==> config.mk <==
export PLATFORM = sky130hd
export DESIGN_NAME = contador_cm_param
export DESIGN_NICKNAME = d
export VERILOG_FILES = /design/src/rtl/contador_cm_param.sv
export SDC_FILE = /design/constraint.sdc
export NUM_CORES = 1
export LEC_CHECK = 0
export CORE_MARGIN = 3
export CORE_UTILIZATION = 56
export CTS_CLUSTER_SIZE = 25
export DETAILED_ROUTE_END_ITERATION = 8
export PLACE_DENSITY = 0.79
export SLEW_MARGIN = 30
export SYNTH_ARGS = -nofsm -noshare
export SYNTH_HDL_FRONTEND = slang
export SYNTH_SLANG_ARGS = --single-unit
==> constraint.sdc <==
create_clock -name clock -period 3 [get_ports clock]
set_clock_uncertainty 0.2 [all_clocks]
set_input_delay 0.6 -clock clock [delete_from_list [all_inputs] [get_ports clock]]
set_output_delay 0.6 -clock clock [all_outputs]
set_load 0.005 [all_outputs]
==> src/rtl/contador_cm_param.sv <==
// Echo pulse width to distance converter: counts high samples of pulso,
// divides by TICKS_CM into a saturating BCD result with optional half-cm rounding.
module contador_cm_param #(
    parameter int DIGITOS   = 3,
    parameter int TICKS_CM  = 2941,
    parameter int TICK_W    = 12,
    parameter bit ARREDONDA = 1'b1
) (
    input  logic                   clock,
    input  logic                   reset,
    input  logic                   pulso,
    output logic [4*DIGITOS-1:0]   medida,
    output logic                   pronto,
    output logic                   ocupado,
    output logic                   overflow,
    output logic [2:0]             db_estado
);

    typedef enum logic [2:0] {
        INICIAL = 3'b000,
        MEDE    = 3'b001,
        ARRED   = 3'b010,
        FIM     = 3'b011
    } estado_t;

    localparam logic [TICK_W-1:0] TICK_ULT = TICK_W'(TICKS_CM - 1);
    localparam logic [TICK_W-1:0] METADE   = TICK_W'(TICKS_CM / 2);

    estado_t                estado_q;
    logic                   pulso_q;
    logic                   armado_q;
    logic [TICK_W-1:0]      tick_q;
    logic [4*DIGITOS-1:0]   bcd_q;
    logic [4*DIGITOS-1:0]   bcd_d;
    logic                   bcd_cheio;
    logic                   carry;
    logic                   overflow_q;
    logic                   pronto_q;
    logic                   ocupado_q;
    logic                   subida;

    // armado_q blocks a pulse that was already high when reset was released.
    assign subida = pulso & ~pulso_q & armado_q;

    // NOTE: every variable gets a default before the loop so no latch is inferred.
    always_comb begin
        bcd_d = bcd_q;
        carry = 1'b1;
        for (int i = 0; i < DIGITOS; i++) begin
            if (carry) begin
                if (bcd_q[4*i +: 4] == 4'd9) begin
                    bcd_d[4*i +: 4] = 4'd0;
                end else begin
                    bcd_d[4*i +: 4] = bcd_q[4*i +: 4] + 4'd1;
                    carry           = 1'b0;
                end
            end
        end
        bcd_cheio = carry;
    end

    // NOTE: all state uses non-blocking assignments so every register sees pre-edge values.
    always_ff @(posedge clock or negedge reset) begin
        if (!reset) begin
            estado_q   <= INICIAL;
            pulso_q    <= 1'b0;
            armado_q   <= 1'b0;
            tick_q     <= '0;
            bcd_q      <= '0;
            overflow_q <= 1'b0;
            pronto_q   <= 1'b0;
            ocupado_q  <= 1'b0;
        end else begin
            pulso_q <= pulso;
            if (!pulso) begin
                armado_q <= 1'b1;
            end

            case (estado_q)
                INICIAL: begin
                    if (subida) begin
                        estado_q   <= MEDE;
                        bcd_q      <= '0;
                        overflow_q <= 1'b0;
                        tick_q     <= TICK_W'(1);
                        ocupado_q  <= 1'b1;
                    end
                end

                MEDE: begin
                    if (pulso) begin
                        if (tick_q == TICK_ULT) begin
                            tick_q <= '0;
                            if (bcd_cheio) begin
                                overflow_q <= 1'b1;
                            end else begin
                                bcd_q <= bcd_d;
                            end
                        end else begin
                            tick_q <= tick_q + TICK_W'(1);
                        end
                    end else if (ARREDONDA) begin
                        estado_q <= ARRED;
                    end else begin
                        estado_q  <= FIM;
                        ocupado_q <= 1'b0;
                        pronto_q  <= 1'b1;
                    end
                end

                ARRED: begin
                    // tick_q now holds the residual of the last partial centimetre.
                    if (tick_q != '0 && tick_q >= METADE) begin
                        if (bcd_cheio) begin
                            overflow_q <= 1'b1;
                        end else begin
                            bcd_q <= bcd_d;
                        end
                    end
                    estado_q  <= FIM;
                    ocupado_q <= 1'b0;
                    pronto_q  <= 1'b1;
                end

                FIM: begin
                    estado_q <= INICIAL;
                    pronto_q <= 1'b0;
                end

                default: begin
                    estado_q  <= INICIAL;
                    pronto_q  <= 1'b0;
                    ocupado_q <= 1'b0;
                end
            endcase
        end
    end

    assign medida    = bcd_q;
    assign pronto    = pronto_q;
    assign ocupado   = ocupado_q;
    assign overflow  = overflow_q;
    assign db_estado = estado_q;

endmodule
; ---- Word-level counts from Yosys, hierarchy flattened
; Index checks and enable logic that the tools add are counted.
[totals]
reg_bits = 32
in_bits = 3
out_inout_bits = 18
[op_classes]
n_reduce_logical = 11
magnitude_cmp = 1
add_sub_neg = 4
n_eq_ne = 12
mux = 32
n_bitwise = 4
[ops]
columns = cell, count
row1 = 12-bit two-way mux, 8
row2 = 12-bit case mux with 3 select lines, 1
row3 = 12-bit case mux with 2 select lines, 1
row4 = 4-bit two-way mux, 5
row5 = "12-bit by 1-bit adder with 12-bit output, second input constant", 1
row6 = "4-bit by 1-bit adder with 4-bit output, second input constant", 3
row7 = "12-bit equality test, second input constant", 1
row8 = "4-bit equality test, second input constant", 3
row9 = "12-bit by 11-bit >= comparator with 1-bit output, second input constant", 1
row10 = 12-bit nonzero test, 1
row11 = 1-bit two-way mux, 11
row12 = "2-bit inequality test, second input constant", 5
row13 = 3-bit case mux with 3 select lines, 1
row14 = "3-bit by 2-bit equality test with 1-bit output, second input constant", 2
row15 = 3-bit two-way mux, 2
row16 = 5-bit AND reduction, 1
row17 = 1-bit case mux with 2 select lines, 2
row18 = 2-bit AND reduction, 2
row19 = 2-bit OR reduction, 2
row20 = "3-bit by 1-bit equality test with 1-bit output, second input constant", 1
row21 = 3-bit zero test, 1
row22 = 1-bit case mux with 3 select lines, 1
row23 = 3-bit AND reduction, 1
row24 = 3-bit nonzero test, 1
row25 = 4 further kinds, 6

; ---- Logic depth before layout (Yosys ltp)
; Gate-level depths: netlist of run 1.
[depth]
depth_word = 8
ltp_mapped = 9

; ---- Worst setup path after synthesis of run 1
; No wires, ideal clock.
[synth_timing]
path_type = reg-to-reg
startpoint = reg estado_q[0], in the netlist db_estado[0]
endpoint = reg bcd_q[0], in the netlist medida[0]
n_path_buf = 2
path_stages_with_launch = 9
setup_slack_ns = 0.591
required_ns = 2.675
t_arrival_ns = 2.084
setup_ns = 0.125
period_less_slack_ns = 2.409
cell_sequence = dfrtp_1 -> inv_1 -> ha_1 -> buf_6 -> inv_4 -> or4_4 -> and4_1 -> buf_6 -> mux2_4
[synth_via]
elab_chain_len = 3
[synth_rtl]
columns = item, line
row1 = start: declaration, 29  ; estado_t estado_q;
row2 = start signal: assignment, 65  ; estado_q <= INICIAL;
row3 = start signal: assignment, 82  ; estado_q <= MEDE;
row4 = start signal: assignment, 103  ; estado_q <= ARRED;
row5 = 3-bit by 2-bit equality test with 1-bit output (tied with other cells), 79  ; case (estado_q)
row6 = 2-bit inequality test (no source line) or 3-bit nonzero test (tied branches), n/a
row7 = 5-bit AND reduction (no source line), n/a
row8 = end signal: assignment, 69  ; bcd_q <= '0;
row9 = end signal: assignment, 83  ; bcd_q <= '0;
row10 = end signal: assignment, 97  ; bcd_q <= bcd_d;
row11 = end: declaration, 33  ; logic [4*DIGITOS-1:0] bcd_q;
; Several ways; a longest one is shown, not always the timed one.
; A chain may end at the register's enable or synchronous reset.

; ---- Worst setup path in the final report of run 1
[layout_timing]
startpoint = reg estado_q[1], in the netlist db_estado[1]
endpoint = reg tick_q[6]
[layout_via]
elab_chain_len = 3
[layout_rtl]
columns = item, line
row1 = 3-bit by 1-bit equality test with 1-bit output or 3-bit zero test (tied branches), 79
row2 = 2-bit inequality test (no source line) or 2-bit nonzero test (tied branches), n/a
row3 = 3-bit AND reduction (no source line), n/a
row4 = end signal: assignment, 100  ; tick_q <= tick_q + TICK_W'(1);
row5 = end: declaration, 32  ; logic [TICK_W-1:0] tick_q;
; Several ways; a longest one is shown, not always the timed one.

==> results.md, run 1 <==
Status:
- The flow ran to the end, and the final reports show no timing, DRC or antenna violations.

Timing:
- For this run, the top clock speed supported by timing is around 400 MHz.
- Setup total negative slack on the finished layout was measured at 0 ns.
- The worst path needs 2.52 ns of the cycle, external delays included.
- The final worst hold slack is 0.316 ns.
- The max-slew violation total from the final report is 0.
- Setup repair after global routing left no endpoint under its margin.
- The final hold violation count is 0.
- The worst path uses 84.1% of the clock period.
- The total of endpoints with negative setup slack in the final report is 0.
- Across all setup checks in the final design, the least slack found is between 0.4 and 0.5 ns.

Critical path:
- For this run, the slowest stage of the critical path takes between 0.4 and 0.5 ns.
- The category of the critical setup timing path is reg2reg.
- The reg2reg setup slack is roughly 0.48 ns.
- The type of element capturing the critical path is a register.
- The standard cell with the maximum stage delay on the critical path is sky130_fd_sc_hd__dfrtp_1.
- The signal on the critical path passes through inv_1, ha_1, inv_1, o21ai_0, nand2_1, buf_4, nor2_1, nand2_1, o31ai_1.
- Along the worst path, the maximum fanout reaches 11.
- The element type at the critical path start is a register.
- The data arrival time of the critical path is 2.57 ns.
- Data on the critical path is required at its endpoint by 3.04 ns.
- The endpoint identified for the worst register-to-register timing path is tick_q[6].
- The startpoint identified for the worst register-to-register timing path is db_estado[1].
- The number of cells on the worst reg-to-reg path is 9.

Logic synthesis:
- The mapped netlist covers 0.00192 mm2.
- The most used flip-flop cell after synthesis is sky130_fd_sc_hd__dfrtp_1.
- The share of the Yosys chip area taken by registers is 40.5%.
- Dividing the synthesized area by the synthesized cell count gives 9.34 um2.
- The async set or reset register ratio after synthesis is 100%.
- The synthesized netlist contains 44 unique library cells.
- The number of nets handed over by synthesis was around 220.
- The synthesized design contains 0 enable-type register cells.
- The number of synthesized register bits is 31.
- The cell count after synthesis came out at 205.
- Yosys printed 0 warnings.

Clock tree:
- The number of setup buffers added after CTS is 0.
- For the worst-skew pair, the clock arrives at the later sink with an insertion delay of ~0.34 ns.
- CTS saw 31 sinks.
- The buffer depth of the longest clock path is 2.
- TritonCTS built the clock tree.
- Once the clock tree was built, the resizer swapped 0 gates to a different size.
- After clock tree synthesis, the flow added hold-fix buffers numbering 0.
- In this run, CTS created clock tree buffers numbering 5.
- CTS built an H-tree with a depth of 2.
- The cell sitting at the root of the clock tree is a sky130_fd_sc_hd__clkbuf_4.
- After clock tree synthesis, the clock-pin slew on the worst setup and hold paths is 0.10 ns.

Floorplan:
- Once the floorplan was initialized, standard cells occupied 60.8% of the core.
- From bottom edge to top edge, the die measures 64.5 um.
- Row generation in the floorplan step produced 20 rows.
- 21 I/O pins were placed.
- The die is about 64 um wide.
- The die area is 0.00416 mm2.
- In this run the standard cell core region covers 0.00315 mm2.

Pwr:
- Combinational cells account for 53.2% of the total power.
- Of the total power, the share spent switching nets is 43.8%.
- Per report_power, the sequential group accounts for 34.2% of the total.
- The internal power is 0.00106 W.
- The worst ir drop on vdd is 513 uV.
- Of the total power, the clock network draws 12.7%.
- The static leakage is 0.955 nW.
- The total power density per cell area is 862 mW/mm2.
- The switching component of the power is 0.000829 W.

Global route:
- The number of antenna violations at the first check in global routing is 0.
- The via count of the first global-routing pass is 1581.
- The combined global-route utilization of all metal layers is 21.7%.
- Entering global routing, the biggest net connects 32 pins.
- The first-pass GRT wire length is roughly 7 mm.
- Summed over all layers, the global routing overflow is 0.

Routing:
- The first detailed-routing pass ran for 7 iterations.
- The routed length per instance is 15.3 um.
- The count of nets left with antenna violations once routing finished came out at 0.
- Wires add up to 4.15 mm.
- After detailed routing, the number of vias per cell comes to ~6.0.
- The number of violations reported at the end of detailed-routing iteration 0 is 162.
- The remaining design rule violation count is 0.
- Summing over every cut layer, the via total after detailed routing is roughly 1600.

Finish:
- 0 antenna diodes ended up in the layout.
- The area overhead of the layout relative to synthesis is 14.5%.
- The ratio of cells with drive above 1 in the final layout is 8.77%.
- The library cell used most frequently in the layout, excluding fill and tap cells, is sky130_fd_sc_hd__dfrtp_1.
- Counting the fill cells in the layout gives 264.
- Leaving out fill and tap cells, the most frequent cells in the layout are sky130_fd_sc_hd__dfrtp_1, sky130_fd_sc_hd__o21ai_0, sky130_fd_sc_hd__clkdlybuf4s50_1.
- The final net count is approximately 240.

Min path:
- The worst hold path terminates at armado_q.
- The startpoint of the most critical hold path is armado_q.
- The path class of the lowest-slack min-delay path is reg2reg.
- The number of stages on the worst hold path is 1.

Run:
- Max-cap violations in this run came to 0.

Placed design:
- The congestion estimate from routability-driven global placement came to 0.835.
- The HPWL after detailed placement is 3.01 mm.
- OpenSTA, run right after detailed placement, puts the worst setup slack at 0.139 ns.
- In this run the tool buffered the top-level ports with 19 buffer cells.
## worst max-delay path, delay by kind of cell (launching register included)
family / cells / cell delay, ns
AOI/OAI and AO/OA: 2 / 0.44
DFF: 1 / 0.45
adders and majority gates: 1 / 0.42
and+or+nand+nor: 3 / 0.51
buffers and inverters: 3 / 0.41
## synthesized netlist by cell type (2+ instances only)
cell type / n / area share (%)
sky130_fd_sc_hd__a31oi_1: 4 / 1.3
sky130_fd_sc_hd__o31ai_1: 10 / 3.9
sky130_fd_sc_hd__buf_6: 2 / 1.2
sky130_fd_sc_hd__a21oi_1: 7 / 1.8
sky130_fd_sc_hd__o21ai_1: 2 / 0.52
sky130_fd_sc_hd__buf_2: 2 / 0.52
sky130_fd_sc_hd__inv_1: 11 / 2.2
sky130_fd_sc_hd__ha_1: 14 / 9.1
sky130_fd_sc_hd__nand2_1: 18 / 3.5
sky130_fd_sc_hd__dfrtp_1: 31 / 40
sky130_fd_sc_hd__and3_1: 4 / 1.3
sky130_fd_sc_hd__clkbuf_1: 4 / 0.78
sky130_fd_sc_hd__nor2_1: 9 / 1.8
sky130_fd_sc_hd__a21o_1: 2 / 0.78
sky130_fd_sc_hd__mux2i_1: 2 / 1.0
sky130_fd_sc_hd__nand3_1: 12 / 3.1
sky130_fd_sc_hd__o41ai_1: 2 / 0.91
sky130_fd_sc_hd__nor3_1: 5 / 1.3
sky130_fd_sc_hd__nand2b_1: 6 / 2.0
sky130_fd_sc_hd__nand4_1: 5 / 1.6
sky130_fd_sc_hd__o21ai_0: 25 / 6.5
sky130_fd_sc_hd__nor3b_1: 3 / 1.2
sky130_fd_sc_hd__nand3b_1: 4 / 1.6
## worst max-delay path by stage
stage	from	to	slack [ns]	depth (start not counted)
final	db_estado[1]	tick_q[6]	0.48	9
after global routing	db_estado[1]	tick_q[6]	0.13	9
after CTS	db_estado[1]	tick_q[6]	0.50	9
after detailed placement	pulso	medida[2]	0.14	7
after global placement	pulso	medida[2]	0.24	7
after floorplan	db_estado[0]	medida[0]	0.59	8
## power groups by stage
stage	registers (W)	clock network, W	logic [W]
CTS	0.000644	0.000238	0.00101
finish	0.000646	0.000240	0.00101
global route	0.000669	0.000253	0.00111
detailed placement	0.000651	0	0.00101
global placement	0.000638	0	0.000958
floorplan	0.000626	0	0.000702
## layout make-up
cell class	instances	area [um2]	share of cell area (%)
Multi-Input combinational cell	153	1040	47.3
Timing Repair Buffer	24	228	10.4
Tap cell	44	55.1	2.51
Clock buffer	7	45.0	2.05
Inverter	12	47.5	2.17
Sequential cell	31	776	35.4
Clock inverter	1	5.00	0.228
## per-layer routing
layer / global-route usage, % / share of wire (%)
met5: 0 / 0
met4: 7.12 / 1.6
met1: 26.0 / 43
met3: 4.68 / 4.9
met2: 38.7 / 50
## state kept, by name, indices dropped and copies added (netlist names)
signal and cells:
overflow 1, armado_q 1, tick_q 12, db_estado 2
ocupado 1, pronto 1, medida 12, pulso_q 1
## metrics by stage
step	instances	instance area, um2	utilization, %	power, W
2_1_floorplan	205	1920	-	0.00133
3_3_place_gp	264	2140	68.0	0.00160
3_5_place_dp	264	2140	68.0	0.00166
4_1_cts	272	2190	69.6	0.00189
5_1_grt	272	2190	69.6	0.00203
6_report	272	2190	69.6	0.00189
## kinds of logic (layout without fill, tap and decap cells)
group | after synthesis | in the layout | synth area share, %
compound gates | 61 | 61 | 21.5
buf+inv | 21 | 44 | 5.36
fa+ha+maj | 14 | 14 | 9.14
mux | 3 | 3 | 1.83
flops | 31 | 31 | 40.5
other cells | 1 | 1 | 0.196
simple gates | 74 | 74 | 21.5
Note: power is estimated with default switching activity, not from simulation.
==> run 2, diff against run 1 <==
==> constraint.sdc (replaced) <==
create_clock -name clock -period 2.6 [get_ports clock]
set_clock_uncertainty 0.2 [all_clocks]
set_input_delay 0.52 -clock clock [delete_from_list [all_inputs] [get_ports clock]]
set_output_delay 0.52 -clock clock [all_outputs]
set_load 0.005 [all_outputs]
==> results.md, run 2 (synthesized netlist as in run 1, its figures left out) <==
Critical path:
- The worst setup path is captured at a register.
- Data arrives at the worst endpoint at 2.48 ns.
- Of all nets on the critical path, the largest fanout is 8.
- The worst setup path is of the reg2reg kind.
- The required time of the worst setup path is 2.63 ns.
- STA classifies the critical path startpoint as a register.

Min path:
- The worst hold path belongs to the class reg2reg.

Clock tree:
- Buffers inserted during clock tree synthesis total 5.
- Buffers added to address setup during post-CTS repair amount to 0.
- TritonCTS built the clock tree.
- The later pin in the worst-skew pair is clocked with a latency of 0.33 ns.
- The CTS H-tree depth is 2.
- After clock tree synthesis, the clock-pin slew on the worst setup and hold paths is 0.10 ns.
- Counting along the longest clock path gives a buffer depth of 2.
- The clock root buffer master is sky130_fd_sc_hd__clkbuf_4.
- CTS saw 31 sinks.

Timing:
- Setup violations remaining at the end of the flow were counted as 0.
- The max-slew violation total from the final report is 0.
- The final clock period utilization by the worst path is 94.6%.
- Setup repair after global routing left no endpoint under its margin.
- The final hold violation count is 0.
- The worst path needs about 2.5 ns of the cycle, external delays included.
- Hold is met by ~0.31 ns.
- Once routing completed, OpenROAD measured the worst setup slack at about 0.14 ns.
- The fmax is 407 MHz.

Placed design:
- The final weighted congestion in routability-driven placement is 0.849.
- Before CTS, the worst setup slack after placement is -0.0544 ns.
- The instance area after placement is between 0.002 and 0.0025 mm2.
- The count of input and output buffers is 19.
- The placed cell count is 269.
- The HPWL after detailed placement is ~3.0 mm.

Run:
- The number of max-cap violations is 0.

Global route:
- The via count of the first global-routing pass is approximately 1600.
- The first-pass GRT wire length is 6.95 mm.
- After global routing the overflow that remains totals 0.
- The number of antenna violations at the first check in global routing is 0.
- Global routing used 21.5% of the available tracks across all layers.
- The maximum number of pins on one net before global-route repair is 32.

Finish:
- The repair_antennas step left the layout with diodes totalling 0.
- The most frequent standard cell in the layout excluding fill and tap cells is sky130_fd_sc_hd__dfrtp_1.
- The ratio of cells with drive above 1 in the final layout is 11.6%.
- The number of filler cells placed in the layout is about 260.
- The area overhead of the layout relative to synthesis is 17.6%.
- In the layout the commonest cells are sky130_fd_sc_hd__dfrtp_1, sky130_fd_sc_hd__o21ai_0, sky130_fd_sc_hd__clkdlybuf4s50_1.
- Once layout is done, the placed cells without fillers occupy between 0.002 and 0.0025 mm2.
- In the final design database the tool counted 249 nets.
- Measured on the finished design, the core utilization comes to between 70% and 80%.
- Leaving out filler cells and counting taps, the final layout contains 277.

Routing:
- The average via count per standard cell is between 6 and 7.
- In this run the remaining antenna-violating nets after routing total 0.
- The remaining design rule violation count is 0.
- The number of violations reported at the end of detailed-routing iteration 0 is between 100 and 150.
- The number of detailed-route iterations in the first pass is 5.
- Summed over all layers, the routed wires come to 4.06 mm.
- The routed length per instance is 14.7 um.
- The number of vias after detailed routing is about 1700.

Pwr:
- The total power density per cell area is 1000 mW/mm2.
- For this design the static power due to leakage is 0.986 nW.
- IR analysis of the VDD net gives a maximum drop of 533 uV.

Floorplan:
- 21 I/O pins were placed.
- The effective utilization at floorplan is 60.8%.
- The die is approximately 64 um tall.
- The floorplan step set the die width to 64.5 um.
- The die area is between 0.004 and 0.005 mm2.
- The floorplan row count is 20.
- After floorplanning, the core was sized to cover roughly 0.0032 mm2.

Status:
- The flow ran to the end, and the final reports show no timing, DRC or antenna violations.
## run 2: final cells by class
| cell class | instances | area, um2 | share of cell area, % |
|---|---|---|---|
| well taps | 44 | 55.1 | 2.44 |
| clock buffers | 8 | 68.8 | 3.06 |
| flip-flops and latches | 31 | 776 | 34.4 |
| inverters | 12 | 47.5 | 2.11 |
| repair buffers | 29 | 265 | 11.8 |
| multi-input cells | 153 | 1040 | 46.2 |
## run 2: layer usage
layer / share of wire, % / routed length [um] / vias to the layer above / track usage [%]
met5: 0 / 0 / - / 0
met4: 1.3 / 53 / 0 / 7.12
met3: 5.0 / 203 / 7 / 5.89
met2: 50 / 2010 / 45 / 37.5
met1: 44 / 1790 / 817 / 25.6
li1: - / - / 804 / -
## run 2: worst paths after layout
check,startpoint,end,slack (ns),cells past startpoint
max,db_estado[1],medida[0],0.14,6
min,medida[7],medida[7],0.31,1
max reg2reg,db_estado[1],medida[0],0.14,6
min reg2reg,medida[7],medida[7],0.31,1
max in group asynchronous,reset,tick_q[5],1.53,2
min in group asynchronous,reset,medida[9],0.37,2
## run 2: worst max-delay path, cell delays in order, from the launching register on
cell and delay [ns]:
sky130_fd_sc_hd__dfrtp_1 0.45, sky130_fd_sc_hd__inv_1 0.11, sky130_fd_sc_hd__ha_1 0.35, sky130_fd_sc_hd__inv_4 0.08, sky130_fd_sc_hd__or4_4 0.54, sky130_fd_sc_hd__and4_1 0.30, sky130_fd_sc_hd__mux2_4 0.31
## run 2: repair_timing
item                       4_1_cts  5_1_grt
hold buffers                     0        0
setup endpoints to repair        0        4
resized for setup                0        1
## run 2: where the power goes
group          internal, W  switching [W]
Clock             0.000159       0.000165
Combinational     0.000561       0.000637
Sequential        0.000592       0.000139
## run 2: per-stage QoR
step                setup TNS [ns]  total power (W)
floorplan                        0          0.00153
global placement                 0          0.00188
detailed placement         -0.0544          0.00194
CTS                              0          0.00227
global route                     0          0.00245
finish                           0          0.00225
==> run 3, diff against run 2 <==
--- a/config.mk
+++ b/config.mk
@@ -7,6 +7,7 @@
 export LEC_CHECK = 0
 export CORE_MARGIN = 3
 export CORE_UTILIZATION = 56
+export CTS_CLUSTER_DIAMETER = 80
 export CTS_CLUSTER_SIZE = 25
 export DETAILED_ROUTE_END_ITERATION = 8
 export PLACE_DENSITY = 0.79
==> results of run 3 <==
No change in the layout: final DEF, timing and power equal those of run 2.
